## config.mk

```make
export PLATFORM = sky130hd
export DESIGN_NAME = b2a_deser
export DESIGN_NICKNAME = d
export VERILOG_FILES = /design/src/rtl/b2a_pkg.sv /design/src/rtl/b2a_fifo.sv /design/src/rtl/b2a_deser.sv
export SDC_FILE = /design/constraint.sdc
export NUM_CORES = 1
export LEC_CHECK = 0
export CAP_MARGIN = 20
export CORE_AREA = 8 8 78 80
export DETAILED_ROUTE_END_ITERATION = 8
export DIE_AREA = 0 0 86 88
export HOLD_SLACK_MARGIN = 0.1
export PLACE_DENSITY = 0.74
export SYNTH_ARGS = -nofsm -noshare
export SYNTH_HDL_FRONTEND = slang
export SYNTH_HIERARCHICAL = 1
export SYNTH_SLANG_ARGS = --single-unit
```

## constraint.sdc

```tcl
create_clock -name clk -period 6.4 [get_ports clk]
set_input_delay 0.64 -clock clk [delete_from_list [all_inputs] [get_ports clk]]
set_output_delay 0.64 -clock clk [all_outputs]
set_load 0.05 [all_outputs]
```

## src/rtl/b2a_pkg.sv

```systemverilog
// Shared constants and width helpers for the serial-to-symbol deserialiser.
package b2a_pkg;

    localparam int B2A_WIDTH = 7;
    localparam int B2A_DEPTH = 4;

    // Bits needed for a partial-symbol bit count of 0..width-1.
    function automatic int CNT_W(input int width);
        return (width <= 2) ? 1 : $clog2(width);
    endfunction

    // Bits needed for a FIFO occupancy of 0..depth.
    function automatic int LVL_W(input int depth);
        return $clog2(depth + 1);
    endfunction

endpackage

```

## src/rtl/b2a_fifo.sv

```systemverilog
// Synchronous first-word-fall-through FIFO: dout always shows the head entry.
// A push into a full FIFO is accepted only when a pop happens on the same edge.
module b2a_fifo
    import b2a_pkg::*;
#(
    parameter int WIDTH = B2A_WIDTH,
    parameter int DEPTH = B2A_DEPTH
) (
    input  logic                     clk,
    input  logic                     rst,
    input  logic                     push,
    input  logic [WIDTH-1:0]         din,
    input  logic                     pop,
    output logic [WIDTH-1:0]         dout,
    output logic                     full,
    output logic                     empty,
    output logic [LVL_W(DEPTH)-1:0]  level
);

    localparam int AW = $clog2(DEPTH);
    localparam int LW = LVL_W(DEPTH);

    logic [WIDTH-1:0] mem [DEPTH];
    logic [AW-1:0]    wr_ptr;
    logic [AW-1:0]    rd_ptr;
    logic             do_pop;
    logic             do_push;

    assign full    = (level == LW'(DEPTH));
    assign empty   = (level == '0);
    assign do_pop  = pop & ~empty;
    assign do_push = push & (~full | do_pop);
    assign dout    = mem[rd_ptr];

    // Storage, pointers (wrap naturally since DEPTH is a power of two) and occupancy.
    always_ff @(posedge clk) begin
        if (rst) begin
            wr_ptr <= '0;
            rd_ptr <= '0;
            level  <= '0;
            for (int i = 0; i < DEPTH; i++) begin
                mem[i] <= '0;
            end
        end else begin
            if (do_push) begin
                mem[wr_ptr] <= din;
                wr_ptr      <= wr_ptr + 1'b1;
            end
            if (do_pop) begin
                rd_ptr <= rd_ptr + 1'b1;
            end
            case ({do_push, do_pop})
                2'b10:   level <= level + 1'b1;
                2'b01:   level <= level - 1'b1;
                default: level <= level;
            endcase
        end
    end

endmodule

```

## src/rtl/b2a_deser.sv

```systemverilog
// Serial bit stream to WIDTH-bit symbols, buffered in a small FWFT FIFO.
// Output handshake: out_data is meaningful whenever out_valid=1, and the head
// symbol is consumed on any rising edge where out_valid and out_ready are both 1;
// out_valid never depends combinationally on out_ready.
module b2a_deser
    import b2a_pkg::*;
#(
    parameter int WIDTH     = B2A_WIDTH,
    parameter int DEPTH     = B2A_DEPTH,
    parameter bit MSB_FIRST = 1'b1
) (
    input  logic                     clk,
    input  logic                     rst,
    input  logic                     in,
    input  logic                     in_valid,
    input  logic                     clear,
    output logic [CNT_W(WIDTH)-1:0]  cnt,
    output logic [WIDTH-1:0]         out_data,
    output logic                     out_valid,
    input  logic                     out_ready,
    output logic [LVL_W(DEPTH)-1:0]  level,
    output logic                     overflow
);

    localparam int CW = CNT_W(WIDTH);

    logic [WIDTH-1:0] sr;
    logic [WIDTH-1:0] shifted;
    logic             take;
    logic             done;
    logic             pop;
    logic             full;
    logic             empty;

    // Shift register with the current bit merged in; this is also the completed symbol.
    generate
        if (MSB_FIRST) begin : g_msb
            assign shifted = {sr[WIDTH-2:0], in};
        end else begin : g_lsb
            assign shifted = {in, sr[WIDTH-1:1]};
        end
    endgenerate

    // clear beats in_valid, so a bit arriving with clear is discarded.
    assign take      = in_valid & ~clear;
    assign done      = take & (cnt == CW'(WIDTH - 1));
    assign pop       = out_valid & out_ready;
    assign out_valid = ~empty;

    // Partial-symbol assembly and bit counting.
    always_ff @(posedge clk) begin
        if (rst || clear) begin
            sr  <= '0;
            cnt <= '0;
        end else if (in_valid) begin
            sr  <= shifted;
            cnt <= done ? '0 : cnt + 1'b1;
        end
    end

    // Sticky flag: a completed symbol found the FIFO full with no pop to make room.
    always_ff @(posedge clk) begin
        if (rst) begin
            overflow <= 1'b0;
        end else if (done && full && !pop) begin
            overflow <= 1'b1;
        end
    end

    b2a_fifo #(
        .WIDTH (WIDTH),
        .DEPTH (DEPTH)
    ) u_fifo (
        .clk   (clk),
        .rst   (rst),
        .push  (done),
        .din   (shifted),
        .pop   (pop),
        .dout  (out_data),
        .full  (full),
        .empty (empty),
        .level (level)
    );

endmodule

```

Word level (Yosys, flattened, before mapping)
Memories as Yosys holds them, arrays and structs flattened. A register that Yosys moved wholly into a read port is not among the register bits.
Cells that the tools add are included.
{"block": "word_totals", "regBits": 17, "ramBits": 28, "in_bits": 6, "output_inout_bits": 15, "word_cells": 44, "n_memories": 1}
{"name": "u_fifo.mem", "words": 4, "width": 7, "rd": 1, "rd_ports_with_merged_regs": 1, "write_ports": 4, "line": "b2a_fifo.sv:23", "source": "logic [WIDTH-1:0] mem [DEPTH];"}
{"block": "classes", "addsub": 5, "eq_ne": 4, "mux": 12, "bitwise_logic": 9, "reduce_logical": 7}
{"operator": "$mux 7", "n": 1}
{"operator": "$reduce_or 7->1", "n": 1}
{"operator": "$add 3x1->3 const B", "n": 2}
{"operator": "$eq 3x3->1 const B", "n": 2}
{"operator": "$mux 1", "n": 6}
{"operator": "$mux 2", "n": 3}
{"operator": "$pmux 3 s2", "n": 1}
{"operator": "$and 1x1->1", "n": 5}
{"operator": "$add 2x1->2 const B", "n": 2}
{"operator": "$logic_not 3->1", "n": 1}
{"operator": "$mux 3", "n": 1}
{"operator": "$not 1->1", "n": 3}
{"operator": "$sub 3x1->3 const B", "n": 1}
{"operator": "$eq 2x1->1 const B", "n": 1}
{"operator": "$eq 2x2->1 const B", "n": 1}
{"operator": "$logic_and 1x1->1", "n": 2}
{"operator": "$reduce_bool 2->1", "n": 1}
{"operator": "$logic_not 1->1", "n": 1}
{"operator": "$logic_or 1x1->1", "n": 1}
{"operator": "$or 1x1->1", "n": 1}

Logic depth before layout (Yosys ltp)
Gate-level depths: netlist (run 1).
{"block": "depth", "depth_word": 11, "ltp_mapped": 9, "mapped_depth_nobuf": 9}

Modules after synthesis
The synthesis (run 1) kept the hierarchy.
{"mod": "b2a_fifo", "n_inst": 1, "cells_each": 122, "area_each_um2": 1709.1, "seq_area_each_um2": 1021.0}
{"mod": "b2a_deser", "n_inst": 1, "cells_each": 44, "area_each_um2": 422.9, "seq_area_each_um2": 200.2}

Worst setup path before layout (run 1)
Ideal clock, no wire load.
{"block": "synth_timing", "path_kind": "register to register", "from": "reg cnt[0]", "to": "reg u_fifo.level[2]", "setup_time_ns": 0.121, "arrival_time_ns": 2.474, "required_ns": 6.279, "slack_ns": 3.804, "stages_incl_launch_ff": 9, "n_path_buf": 1, "synth_period_minus_slack_ns": 2.596, "cell_sequence": "dfxtp_1 inv_1 ha_1 and4b_1 buf_2 nand2b_1 fa_1 o31ai_2 mux2_4"}
{"block": "synth_via", "elab_chain_cells": 5, "elab_cells_between_ends": 7, "classes_between": "3 x eq/ne; 1 x mux; 2 x bitwise; 1 x reduce/logical"}
{"item": "from (decl)", "line": "b2a_deser.sv:17", "source": "output logic [CNT_W(WIDTH)-1:0] cnt,"}
{"item": "from (signal assigned)", "line": "b2a_deser.sv:57", "source": "cnt <= done ? '0 : cnt + 1'b1;"}
{"item": "$eq 3x3->1 *", "line": "b2a_deser.sv:46", "source": "assign done = take & (cnt == CW'(WIDTH - 1));"}
{"item": "$and 1x1->1 *", "line": "b2a_deser.sv:46"}
{"item": "via done", "line": "b2a_deser.sv:30", "source": "logic done;"}
{"item": "$and 1x1->1 *", "line": "b2a_fifo.sv:32", "source": "assign do_push = push & (~full | do_pop);"}
{"item": "$eq 2x1->1 or $eq 2x2->1 (tied branches)", "line": "b2a_fifo.sv:52", "source": "case ({do_push, do_pop})"}
{"item": "$pmux 3 s2 or $reduce_bool 2->1 (tied branches)"}
{"item": "to (signal assigned)", "line": "b2a_fifo.sv:53", "source": "2'b10: level <= level + 1'b1;"}
{"item": "to (signal assigned)", "line": "b2a_fifo.sv:54", "source": "2'b01: level <= level - 1'b1;"}
{"item": "to (signal assigned)", "line": "b2a_fifo.sv:55", "source": "default: level <= level;"}
{"item": "to (decl)", "line": "b2a_fifo.sv:17", "source": "output logic [LVL_W(DEPTH)-1:0] level"}
Mark *: on every way through the listed nets, which the timed path passes. The rest lies on a longest branch.
A chain may end at the register's enable or synchronous reset.

==> key figures, run 1 <==
Placed design
  • Placer Congestion: 0.762
  • DP HPWL: 2580 microns
  • Placed instance area: 0.00238 sq mm
  • I/O Buffers: 20

Min path
  • Hold/Removal Path Class: register to register

Die
  • Initial Utilization: 43.4%
  • Die area: 0.00757 sq mm
  • Die X: 86 microns
  • Row cnt: 26
  • Die height: 88 microns
  • I/O pin total: 21
  • CORE AREA: 0.00491 sq mm

Run status
  • Status: complete, no violations

GRT
  • Gr ovfl total: 0
  • Global-route wire length before repair: 6190 microns
  • Largest net degree at the start of global routing: 20
  • Vias in the first global route: 1285
  • Initial antenna violation count: 0
  • Total GRT Usage: 10.5%

Synth
  • Yosys reg bits: 47
  • Asr flop ratio synth: 0%
  • Post-synth top cells: and2_1, edfxtp_1, dfxtp_1, nor2_1, mux2i_1
  • Top cell type's share of synthesized area: 39.4%
  • Syn Nets: 175
  • Post-synthesis cell type count: 40
  • Synth top area cells: edfxtp_1, dfxtp_1, and2_1
  • Post-synthesis cell count: 166
  • Synth warnings: 6
  • Number of synthesized flops with an enable pin: 28
  • Cell Area, Synth: 0.00213 sq mm
  • Largest area contributor in the netlist: edfxtp_1
  • Most common flop cell mapped by yosys: edfxtp_1
  • Avg Synthesized Cell Area: 12.8 sq um
  • Seq/Total Area, Yosys: 57.3%

Power
  • P_int: 0.000414 W
  • Total power: 0.000531 W
  • NetSw: 0.000117 W
  • Clock power frac: 32.6%
  • Sw frac: 22.1%
  • PD cells: 215 mW/mm^2
  • Logic pwr share: 5.4%
  • Leak Pwr: 0.886 nW
  • Seq pwr share: 62.0%
  • Max VDD drop: 0.0940 mV

Timing
  • Fin crit period: 2.95 ns
  • Slew Limit Fails: 0
  • Final hold vios: 0
  • Slew margin rel.: 54.1%
  • Fin Hold WS: 0.513 ns
  • Max Clk Rate: 338 MHz
  • RSZ-0062 raised after global routing: false
  • Worst-margin pin slew: 0.687 ns
  • Crit share post-route: 46.2%
  • Post-route setup TNS: 0 ns
  • Final setup fails: 0
  • Clock skew: 0.00227 ns

Clock network
  • Hold_buf cts: 0
  • H-tree levels: 2
  • Clock root cell: clkbuf_8
  • CTS tree: built
  • Clock latency at the later pin of the worst-skew pair: 0.30 ns
  • Clk buf depth: 2
  • CTS resizes: 0
  • Clock transition at path regs: 0.08 ns
  • Clock buffer count from CTS: 5
  • Setup bufs post-CTS: 0
  • Clock Sink Count: 47

Worst setup path
  • Buf+Inv Stages, Crit Path: 1
  • Dominant delay contributor by cell family on the critical path: simple AND/OR/NAND/NOR gates
  • CP endpoint kind: register
  • CP Data Required Time: 6.38 ns
  • Critical path class: input port to register
  • CP max stage cell: clkdlybuf4s50_1
  • Max incr delay on CP: 0.79 ns
  • CP Max Fanout: 11
  • Crit path arrival time: 2.93 ns
  • CP cell instances: clkdlybuf4s50_1, and4b_1, nand2_4, nor4_2, or2_1
  • Worst setup SP type: input port

Flow run
  • Max-cap violation count: 0

Layout
  • Area grow syn2layout: 15.8%
  • Multi-input gate area: 857 sq um
  • Final instance area: 0.00247 sq mm
  • N_diodes: 0
  • Filler Cells Inserted: 427
  • Layout cell share with drive strength beyond 1: 10.2%
  • FF+latch area: 0.00122 sq mm
  • Final net count: 195

Detailed routing
  • TritonRoute pass-1 iters: 4
  • Drt first-iter violations: 78
  • DR vias/cell: 4.91
  • Final WL: 3670 microns
  • DRC violations left: 0
  • DR vias: 1262
  • Avg WL per Cell: 14.3 microns
  • Antenna Violating Nets Remaining: 0
final cells by class:
cell class	instances	area share, %
tap	70	3.55
inverter	5	0.760
clock inverter	2	0.507
sequential	47	49.4
timing repair buffer	20	8.11
multi-input combinational	107	34.7
clock buffer	6	2.94
power groups by stage:
stage	registers [W]	clock network (W)	logic, W
final	0.000329	0.000173	0.0000284
after global placement	0.000336	0	0.0000284
after CTS	0.000330	0.000178	0.0000289
after detailed placement	0.000337	0	0.0000288
after global routing	0.000330	0.000189	0.0000305
after floorplan	0.000336	0	0.0000183
layout by cell type (no fill, tap or decap), types with 3 or more instances in the layout:
master           synthesis  layout
edfxtp_1                28      28
mux2i_1                  8       8
dfxtp_1                 19      19
and2_1                  28      28
nand2b_1                 3       3
clkbuf_8                 0       5
xor2_1                   5       5
clkdlybuf4s50_1          0      20
inv_1                    5       5
a21oi_1                  3       3
mux4_2                   7       7
nor2_1                  19      19
per-layer routing:
layer,up-vias,GRT usage (%),share of wire [%]
met1,597,13.5,49
met3,5,2.81,5.0
met2,28,15.9,43
li1,632,-,-
met4,0,5.73,2.2
met5,-,0,0
flip-flops by register name, indices dropped and copies added, names as in the netlist, named ones only:
signal / cells
u_fifo/rd_ptr: 2
u_fifo/mem: 28
u_fifo/wr_ptr: 2
cnt: 3
sr: 6
overflow: 1
u_fifo/level: 3
worst paths after layout:
kind                                     start                        endpoint  slack (ns)  cells after the start
setup / recovery                      in_valid  u_fifo/mem[0][0]$_SDFFCE_PN0P_        3.45                      5
hold / removal           overflow$_SDFFE_PP0P_           overflow$_SDFFE_PP0P_        0.51                      2
setup reg to reg  u_fifo/level[0]$_SDFFE_PP0P_    u_fifo/level[2]$_SDFFE_PP0P_        3.95                      8
hold reg to reg          overflow$_SDFFE_PP0P_           overflow$_SDFFE_PP0P_        0.51                      2
worst reg2reg max path: stages (launching register included):
cell,delay (ns)
dfxtp_1,0.48
nor3_1,0.11
nand2b_1,0.17
inv_1,0.17
o31a_1,0.31
nand2b_1,0.10
fa_1,0.41
o31ai_2,0.29
mux2_4,0.32
per-stage QoR:
| step | instances | utilization (%) | setup slack (ns) |
|---|---|---|---|
| after floorplan | 166 | - | 3.80 |
| after global placement | 249 | 48.5 | 3.25 |
| after detailed placement | 249 | 48.5 | 3.12 |
| after CTS | 257 | 50.3 | 3.45 |
| after global routing | 257 | 50.3 | 3.20 |
| final | 257 | 50.3 | 3.45 |
cell families after synthesis:
kind of cell | Yosys count | share of synthesized area (%)
AOI/OAI and AO/OA | 14 | 4.93
buffers and inverters | 12 | 2.52
xor gates and xnor gates | 6 | 2.46
muxes | 16 | 11.9
DFF | 47 | 57.3
and+or+nand+nor | 68 | 18.8
adders and majority gates | 3 | 2.11
(Power assumes the default switching activity.)
==> inputs of run 2 (changes only) <==
- clock period: 6.4 -> 2.94 ns (I/O delays scaled with it)
==> run 2 against run 1 <==
  * Via count did not move
  * Sequential cell count did not move
  * Register-to-register slack got worse by 3.5 ns
  * Cell area rose by 1.8%
  * Wire length fell by 1.0%
  * Clock power rose to 2.6 times the previous value
  * Sequential share of layout area fell by 0.86 points
  * Global-route usage barely moved
==> key figures, run 2 (synthesis gave the netlist of run 1 again) <==
GRT
  • Global-route wire length before repair: 6170 microns
  • GR Util met3: 2.53%
  • Gr busiest metal: met2
  • Initial antenna violation count: 0
  • Met2 Track Usage GR: 15.8%
  • Gr ovfl total: 0
  • Total GRT Usage: 10.6%
  • Largest net degree at the start of global routing: 19
  • Vias in the first global route: 1253
  • Met1 Resource Use GR: 13.6%

Min path
  • Hold/Removal Path Class: register to register

Timing
  • Crit share post-route: 84.9%
  • Worst-margin pin slew: 0.806 ns
  • Slew margin rel.: 46.2%
  • Fin Hold WS: 0.483 ns
  • Max Clk Rate: 401 MHz
  • Post-route setup TNS: 0 ns
  • Final setup fails: 0
  • Slew Limit Fails: 0
  • Final hold vios: 0
  • Clock skew: 0.00364 ns
  • RSZ-0062 raised after global routing: false
  • Fin crit period: 2.50 ns
  • Final WS setup: 0.444 ns

Clock network
  • Clk buf depth: 2
  • Clock buffer count from CTS: 5
  • Clock transition at path regs: 0.08 ns
  • CTS tree: built
  • Clock Sink Count: 47
  • H-tree levels: 2
  • Clock latency at the later pin of the worst-skew pair: 0.29 ns
  • CTS resizes: 0
  • Clock root cell: clkbuf_8
  • Hold_buf cts: 0
  • Setup bufs post-CTS: 0

Layout
  • Largest registers: u_fifo/mem (28), sr (6)
  • Largest Register: u_fifo/mem
  • Most frequent cells in the layout: and2_1, edfxtp_1, clkdlybuf4s50_1, nor2_1, dfxtp_1
  • N_diodes: 0
  • Area grow syn2layout: 17.9%
  • Max reg flops: 28
  • Non-Filler Instances: 260
  • Layout cell share with drive strength beyond 1: 11.6%
  • Final net count: 198

Detailed routing
  • Antenna Violating Nets Remaining: 0
  • Final WL: 3640 microns
  • DR vias/cell: 4.85
  • Avg WL per Cell: 14.0 microns
  • TritonRoute pass-1 iters: 6
  • Drt first-iter violations: 84
  • DR vias: 1262
  • DRC violations left: 0

Worst setup path
  • CP Data Required Time: 2.65 ns
  • Critical path class: register to primary output
  • Crit path arrival time: 2.20 ns
  • CP endpoint kind: primary output
  • Worst setup SP type: register
  • CP Max Fanout: 7

Placed design
  • Placer Congestion: 0.851
  • DP HPWL: 2620 microns
  • Cells after DPL: 252
  • I/O Buffers: 20
  • Place WS: 0.427 ns

Die
  • CORE AREA: 0.00491 sq mm
  • Die height: 88 microns
  • Row cnt: 26
  • I/O pin total: 21
  • Die X: 86 microns
  • Initial Utilization: 43.4%
  • Die area: 0.00757 sq mm

Flow run
  • Max-cap violation count: 0

Power
  • Max VDD drop: 0.219 mV
  • Total power: 0.00123 W
  • Leak Pwr: 0.911 nW
  • PD cells: 488 mW/mm^2

Run status
  • Status: complete, no violations
==> run 2: cell types whose count changed in the layout (fill, tap and decap cells not counted) <==
cell / change
clkinv_1: -1
buf_4: +3
bufinv_16: +1
clkbuf_1: +1
clkinv_4: -1
==> run 2: per-stage QoR <==
stage          util, %  instance area [sq um]
2_1_floorplan        -                   2130
3_3_place_gp      49.0                   2410
4_1_cts           51.2                   2510
3_5_place_dp      49.0                   2410
5_1_grt           51.2                   2510
6_report          51.2                   2510
==> run 2: path summary, 6_finish.rpt <==
check	slack, ns	to	from	depth (start not counted)
worst max-delay path	0.44	out_data[2]	register	2
worst min-delay path	0.48	overflow$_SDFFE_PP0P_	overflow$_SDFFE_PP0P_	2
worst max register to register	0.47	u_fifo/level[2]$_SDFFE_PP0P_	u_fifo/level[0]$_SDFFE_PP0P_	8
worst min register to register	0.48	overflow$_SDFFE_PP0P_	overflow$_SDFFE_PP0P_	2
==> run 2: cell type report <==
class	instances	area, sq um
Clock buffer	7	76.3
Timing Repair Buffer	23	223
Multi-Input combinational cell	107	857
Sequential cell	47	1220
Tap cell	70	87.6
Clock inverter	1	30.0
Fill cell	432	2400
Inverter	5	18.8
==> run 2: worst max-delay path, stage by stage (launching register included) <==
cell	delay (ns)
dfxtp_1	0.63
mux4_2	0.56
clkdlybuf4s50_1	0.72
==> run 2: routing by layer <==
| layer | vias to the layer above | wire length (microns) |
|---|---|---|
| met3 | 7 | 157 |
| met1 | 592 | 1780 |
| met2 | 25 | 1610 |
| met5 | - | 0 |
| li1 | 638 | - |
| met4 | 0 | 86 |
==> run 2: power breakdown <==
part | total [W] | switching [W] | internal [W]
clock network | 0.000448 | 0.000194 | 0.000254
registers | 0.000716 | 0.00000574 | 0.000710
logic | 0.0000642 | 0.0000386 | 0.0000257
total | 0.00123 | 0.000238 | 0.000990
